<file path="config.mk">
export PLATFORM = sky130hd
export DESIGN_NAME = vit_out_byte_packer
export DESIGN_NICKNAME = d
export VERILOG_FILES = /design/src/rtl/vit_out_byte_packer.sv
export SDC_FILE = /design/constraint.sdc
export NUM_CORES = 1
export LEC_CHECK = 0
export BUFFER_PORTS_ARGS = -buffer_cell sky130_fd_sc_hd__buf_2
export CORE_UTILIZATION = 60
export CTS_BUF_LIST = sky130_fd_sc_hd__clkbuf_8
export DETAILED_ROUTE_END_ITERATION = 7
export HOLD_SLACK_MARGIN = 0.08
export PLACE_DENSITY = 0.88
export SETUP_SLACK_MARGIN = 0.15
export SYNTH_ARGS = -nofsm -noshare
export SYNTH_HDL_FRONTEND = slang
export SYNTH_SLANG_ARGS = --single-unit
</file>
<file path="constraint.sdc">
create_clock -name clk -period 4.1 [get_ports clk]
set_input_delay 0.615 -clock clk [delete_from_list [all_inputs] [get_ports clk]]
set_output_delay 0.615 -clock clk [all_outputs]
set_load 0.005 [all_outputs]
</file>
<file path="src/rtl/vit_out_byte_packer.sv">
// Output byte packer for the Viterbi core.
// Collects the serial decoded-bit stream LSB-first into OUT_W-bit words and
// queues them in a small FIFO for the host side. The core upstream cannot be
// stalled, so a word arriving at a full FIFO is dropped and ovf_o latches.

module vit_out_byte_packer #(
    parameter int OUT_W = 8,
    parameter int DEPTH = 4
) (
    input  logic                     clk,
    input  logic                     rst_n,
    input  logic                     data_serial_i,
    input  logic                     valid_serial_i,
    input  logic                     flush_i,
    output logic [OUT_W-1:0]         data_o,
    output logic [$clog2(OUT_W):0]   len_o,
    output logic                     valid_o,
    input  logic                     ready_i,
    output logic [$clog2(DEPTH):0]   level_o,
    output logic                     ovf_o
);

    localparam int CW = $clog2(OUT_W);
    localparam int LW = CW + 1;
    localparam int PW = $clog2(DEPTH);
    localparam int VW = PW + 1;

    // ------------------------------------------------------------------
    // Packer state
    // ------------------------------------------------------------------
    logic [CW-1:0]    cnt;
    logic [OUT_W-1:0] shreg;

    logic [OUT_W-1:0] bit_vec;
    logic [OUT_W-1:0] word_now;
    logic             last_bit;
    logic             push;
    logic [LW-1:0]    push_len;

    // ------------------------------------------------------------------
    // FIFO state
    // ------------------------------------------------------------------
    logic [OUT_W-1:0] mem_data [DEPTH];
    logic [LW-1:0]    mem_len  [DEPTH];
    logic [PW-1:0]    wr_ptr;
    logic [PW-1:0]    rd_ptr;
    logic [VW-1:0]    level;
    logic             ovf;

    logic             full;
    logic             pop;
    logic             wr_en;

    // Word assembly: the incoming bit is merged at position cnt so that a
    // completing bit or a coincident flush sees the whole word this cycle.
    always_comb begin
        bit_vec  = OUT_W'(data_serial_i) << cnt;
        word_now = valid_serial_i ? (shreg | bit_vec) : shreg;
        last_bit = valid_serial_i && (cnt == CW'(OUT_W - 1));
        // A flush only pushes if at least one bit is held after this cycle;
        // if the coincident bit completes the word, last_bit already covers it.
        push     = last_bit || (flush_i && ((cnt != '0) || valid_serial_i));
        if (last_bit) begin
            push_len = LW'(OUT_W);
        end else begin
            push_len = LW'(cnt) + LW'(valid_serial_i);
        end
    end

    // Bit counter and shift register; cleared whenever a word is pushed.
    always_ff @(posedge clk) begin
        if (!rst_n) begin
            cnt   <= '0;
            shreg <= '0;
        end else if (push) begin
            cnt   <= '0;
            shreg <= '0;
        end else if (valid_serial_i) begin
            cnt   <= cnt + CW'(1);
            shreg <= word_now;
        end
    end

    // FIFO control: a pop frees the head slot on the same edge, so a push at
    // full is accepted when paired with a pop (write lands on the old head).
    always_comb begin
        full  = (level == VW'(DEPTH));
        pop   = valid_o && ready_i;
        wr_en = push && (!full || pop);
    end

    // Storage array; contents need no reset because level gates visibility.
    always_ff @(posedge clk) begin
        if (rst_n && wr_en) begin
            mem_data[wr_ptr] <= word_now;
            mem_len[wr_ptr]  <= push_len;
        end
    end

    // Pointers, occupancy counter and sticky overflow flag.
    always_ff @(posedge clk) begin
        if (!rst_n) begin
            wr_ptr <= '0;
            rd_ptr <= '0;
            level  <= '0;
            ovf    <= 1'b0;
        end else begin
            if (wr_en) begin
                wr_ptr <= wr_ptr + PW'(1);
            end
            if (pop) begin
                rd_ptr <= rd_ptr + PW'(1);
            end
            case ({wr_en, pop})
                2'b10:   level <= level + VW'(1);
                2'b01:   level <= level - VW'(1);
                default: level <= level;
            endcase
            if (push && full && !pop) begin
                ovf <= 1'b1;
            end
        end
    end

    // Outputs are derived from registered FIFO state only; zero when empty.
    always_comb begin
        valid_o = (level != '0);
        data_o  = valid_o ? mem_data[rd_ptr] : '0;
        len_o   = valid_o ? mem_len[rd_ptr]  : '0;
        level_o = level;
        ovf_o   = ovf;
    end

endmodule

</file>
# --- After elaboration in Yosys (flattened, before gate mapping) ---
# Memories as Yosys holds them, arrays and structs flattened. A register that Yosys moved wholly into a read port is not among the register bits.
# Cells that the tools add are included.
totals:
  ff_bits: 19
  ram_bits: 48
  inputBits: 6
  word_cells: 48
  n_memories: 2
classes:
  add_sub_neg: 6
  eq_ne: 4
  n_shift: 1
  muxes: 11
  bitwise_logic: 2
  n_reduce_logical: 16
memory_table:
  columns: ["memory", "words", "width", "read_ports", "rd_clocked_by_memory_dff", "wr", "line", "text"]
  rows:
  - ["mem_data", 4, 8, 1, 1, 1, "43", "logic [OUT_W-1:0] mem_data [DEPTH];"]
  - ["mem_len", 4, 4, 1, 1, 1, "44", "logic [LW-1:0] mem_len [DEPTH];"]
op_table:
  columns: ["operator", "n"]
  rows:
  - ["$mux 8", 2]
  - ["$mux 2", 4]
  - ["$mux 4", 2]
  - ["$or 8x8->8", 1]
  - ["$shl 1x3->8", 1]
  - ["$logic_and 1x1->1", 7]
  - ["$add 3x1->3 const B", 2]
  - ["$eq 3x3->1 const B", 2]
  - ["$pmux 3 s2", 1]
  - ["$reduce_bool 3->1", 2]
  - ["$add 2x1->2 const B", 2]
  - ["$add 3x1->4", 1]
  - ["$logic_or 1x1->1", 3]
  - ["$sub 3x1->3 const B", 1]
  - ["$eq 2x1->1 const B", 1]
  - ["$eq 2x2->1 const B", 1]
  - ["$logic_not 1->1", 2]
  - ["$mux 1", 2]
  - ["$reduce_bool 2->1", 1]
  - ["$reduce_or 2->1", 1]
  - ["$not 1->1", 1]

# --- Depth between registers and ports, before layout ---
depth:
  depth_word: 8
  mapped_depth: 11
  mapped_depth_nobuf: 10

# --- Least setup slack after synthesis ---
# OpenSTA, ideal clock, no wires.
synth_path:
  path_type: "input -> register"
  startpoint: "input valid_serial_i"
  endpoint: "register level[2] (netlist: level_o[2])"
  setup_time_ns: 0.120
  arrival_ns: 2.772
  required_ns: 3.980
  slack_ns: 1.208
  stages: 9
  path_buffers: 2
  cell_sequence: "buf_4 > nor3b_4 > or2_1 > buf_2 > nand3_1 > fa_1 > or4_4 > o211a_1 > o31a_1"
synth_between:
  elab_chain_len: 6
  elab_cells_between_ends: 9
  cone_classes: "eq/ne: 2; mux: 1; reduce/logical: 6"
synth_rtl:
  columns: ["item", "line", "text"]
  rows:
  - ["from (decl)", "13", "input logic valid_serial_i,"]
  - ["$logic_or 1x1->1", "62", "push = last_bit || (flush_i && ((cnt != '0) || valid_serial_i));"]
  - ["$logic_and 1x1->1", "62", null]
  - ["$logic_or 1x1->1 (*)", "62", null]
  - ["$logic_and 1x1->1 (*)", "89", "wr_en = push && (!full || pop);"]
  - ["$eq 2x1->1 or $eq 2x2->1 (tied branches)", "114", "case ({wr_en, pop})"]
  - ["$pmux 3 s2 or $reduce_bool 2->1 (tied branches)", null, null]
  - ["to (signal assigned)", "115", "2'b10: level <= level + VW'(1);"]
  - ["to (signal assigned)", "116", "2'b01: level <= level - VW'(1);"]
  - ["to (signal assigned)", "117", "default: level <= level;"]
  - ["to (decl)", "47", "logic [VW-1:0] level;"]
# Mark *: on every way between the ends. The rest lies on a longest branch, timed or not.
# A chain may end at the register's enable or synchronous reset.

# --- Final worst setup path ---
layout_path:
  startpoint: "register cnt[0]"
  endpoint: "register level[2] (netlist: level_o[2])"
layout_between:
  elab_chain_len: 7
  elab_cells_between_ends: 11
  cone_classes: "eq/ne: 3; mux: 1; reduce/logical: 7"
layout_rtl:
  columns: ["item", "line", "text"]
  rows:
  - ["from (decl)", "31", "logic [CW-1:0] cnt;"]
  - ["from (signal assigned)", "79", "cnt <= cnt + CW'(1);"]
  - ["$reduce_bool 3->1", "62", null]
  - ["$logic_or 1x1->1", "62", null]
  - ["$logic_and 1x1->1", "62", null]
  - ["$logic_or 1x1->1 (*)", "62", null]
  - ["$logic_and 1x1->1 (*)", "89", null]
  - ["$eq 2x1->1 or $eq 2x2->1 (tied branches)", "114", null]
  - ["$pmux 3 s2 or $reduce_bool 2->1 (tied branches)", null, null]
# Marked as above.

==> out/metrics.csv <==
metric;value;unit
status;finished clean;
Sw Pwr;0.000351;W
routed len/inst;17.3;um
Setup Skew;0.00827;ns
number of diodes;0;
RR Endpoint;level_o[2];
iteration count of the initial detailed-routing pass;5;
final design utilization;0.696;
FF-to-FF path depth;9;
Reg power frac;0.556;
CTS resizes;0;
M3 GR Usage;0.0608;
DR vias/cell;5.78;
Worst path max stage delay;0.54;ns
hold worst-path end;ovf_o;
Global Route Usage Sum;0.220;
Post-synth ARST share;0;
initial antenna violation count;0;
share of layout cells above drive strength 1;0.231;
post-layout minimum cycle time;3.16;ns
Synth Cell Area;3000;um^2
Slew HR;0.476;
total power;0.00143;W
Logic pwr share;0.126;
Clk network pwr share;0.319;
row count;25;
Port Buffer Count;22;
Synth cell types;38;
synth-to-layout area growth;10.3;%
Leak;1.30;nW
# IOs;23;
register area share after synthesis;0.620;
Post-Syn Instances;207;
DR DRC count;0;
CTS tree;yes;
Worst-Skew Late Latency;0.34;ns
number of synthesized flops with an enable pin;48;
register area;1860;um^2
met1 Use GR;0.297;
most used cell, CP;ha_1;
H-tree Lvls;3;
Slew Limit Fails;0;
grt met2 use;0.336;
CORE AREA;4750;um^2
Post-DRT Antenna Nets;0;
grt peak-use layer;met2;
hold_buf cts;0;
Pwr per Cell Area;433;nW/um^2
maximum buffer depth of the clock tree;2;
ys flop type;edfxtp_1;
crit-path cells;ha_1 -> ha_1 -> a21oi_2 -> or2_1 -> nand3_1 -> fa_1 -> or4_4 -> o211a_1 -> o31a_1;
fin nets;245;
worst slew pin tran;0.785;ns
Setup violations, final;0;
setup TNS;0;ns
peak supply drop;251;uV
top cells by area, synth;edfxtp_1, dfxtp_1, mux4_2, and2_1, ha_1;
routed wire length;5200;um
Clock transition at path regs;0.06;ns
TritonCTS Sinks;69;
Via Count;1741;
Critical Path Fanout Max;11;
TritonCTS buffer count;9;
Detailed Route Iter0 Violations;131;
yosys warns;0;
Hold Fails Final Rpt;0;
Synth top area share;0.480;
GRT overflow;0;
Max Freq;317;MHz
sw frac;0.245;
Syn Area/Cell;14.5;um^2
flop2flop setup slack;0.94;ns
Final HPWL DP;3390;um
fin crit share;0.770;
Worst Setup End Kind;flip-flop;
Worst setup SP type;flip-flop;
vias in the first global route;1615;
Yosys top cell by area;edfxtp_1;
WS Path Type;flip-flop to flip-flop;
Filler cells;338;
largest net degree at the start of global routing;26;
CP max stage cell;or4_4;
Internal Power;0.00108;W
placed cell area;3150;um^2
arrival time at the worst endpoint;3.38;ns
RSZ-0062 raised after global routing;no;
die width;72.7;um
post-CTS setup buffer count;0;
Syn Nets;223;
die height;72.7;um
first-pass GRT wire length;8240;um
#FFs+latches synth;69;
GPL Wtd Cong;0.834;
CTS Root Cell;clkbuf_8;
Initial Utilization;0.631;
Max Cap Viol;0;
footprint of the multi-input gates;1070;um^2
worst min path class;flip-flop to flip-flop;
placed instance count;285;
worst flop-to-flop path startpoint;cnt[0];
full die area;5290;um^2
Worst Hold Depth;2;
Finished Cell Area;3310;um^2
required time of the critical path;4.32;ns
hold path startpoint;ovf_o;
final std cells w/o fill;301;
## metal layers
| metal | vias to the layer above | wire (um) |
|---|---|---|
| met3 | 9 | 267 |
| met4 | 0 | 93 |
| met5 | - | 0 |
| met2 | 58 | 2550 |
| li1 | 822 | - |
| met1 | 852 | 2300 |
## power by group through the flow
stage / logic, W / clock network [W] / registers, W
2_1_floorplan: 0.000142 / 0 / 0.000792
3_3_place_gp: 0.000175 / 0 / 0.000811
3_5_place_dp: 0.000180 / 0 / 0.000812
4_1_cts: 0.000182 / 0.000464 / 0.000797
5_1_grt: 0.000200 / 0.000490 / 0.000801
6_report: 0.000180 / 0.000457 / 0.000796
## cells in the mapped netlist, drive strengths merged, types with 4 or more instances
library cell / count
nor2: 6
a41o: 4
nor2b: 5
ha: 9
xnor2: 5
nand2: 6
inv: 7
and2: 19
nand3: 6
edfxtp: 48
clkbuf: 8
and3: 12
mux4: 12
a21oi: 6
mux2i: 4
dfxtp: 21
## registers in the layout, summed over array words and instances, names as in the netlist, named ones only
signal    cells
rd_ptr        2
mem_len      16
cnt           3
shreg         8
level_o       3
wr_ptr        2
mem_data     32
ovf_o         1
## critical path: cells and delay by family (launching register included)
family | cells | cell delay [ns]
AND/OR/NAND/NOR | 3 | 1.04
adder cells (fa/ha/maj) | 3 | 0.91
AO/OA/AOI/OAI | 3 | 0.70
flip-flops | 1 | 0.40
## metrics by stage
step	setup WS (ns)	hold WS, ns
2_1_floorplan	1.21	0.482
3_3_place_gp	1.07	0.478
3_5_place_dp	0.980	0.484
4_1_cts	0.955	0.503
5_1_grt	0.759	0.565
6_report	0.942	0.506
## logic make-up after synthesis
group,share of synthesized area
xor gates and xnor gates,0.0146
DFF,0.620
adders and majority gates,0.0442
muxes,0.103
AOI/OAI and AO/OA,0.0571
and+or+nand+nor,0.136
buffers and inverters,0.0246
## worst max path at each step
stage	depth (start not counted)	startpoint	slack, ns	end
after detailed placement	9	cnt[0]	0.98	level_o[2]
after floorplan	9	valid_serial_i	1.21	level_o[2]
after global placement	8	valid_serial_i	1.07	level_o[2]
final	9	cnt[0]	0.94	level_o[2]
after global routing	9	cnt[1]	0.76	level_o[2]
after CTS	9	cnt[0]	0.95	level_o[2]
## placed cells by master, fill, tap and decap left out, types with 2 or more instances in the layout
cell type and count:
nor2b_1 5, nand4_1 3, and2_1 18, edfxtp_1 48, o211a_1 3, or3_1 2
mux2i_1 4, mux4_2 12, buf_2 22, xnor2_1 5, nand3_1 6, dfxtp_1 21
inv_1 11, a31o_2 2, a21oi_1 5, a41o_1 4, nor2_1 6, a21o_1 2
clkbuf_8 10, o21ai_0 2, nand2_1 6, clkinv_2 2, ha_1 9, and3_1 12
## final cells by class
| class | instances | share of cell area |
|---|---|---|
| clock inverter | 6 | 0.00756 |
| multi-input combinational | 120 | 0.322 |
| tap | 67 | 0.0253 |
| sequential | 69 | 0.562 |
| inverter | 7 | 0.00794 |
| timing repair buffer | 22 | 0.0333 |
| clock buffer | 10 | 0.0416 |
No activity file was read; power rests on OpenSTA's default activity.
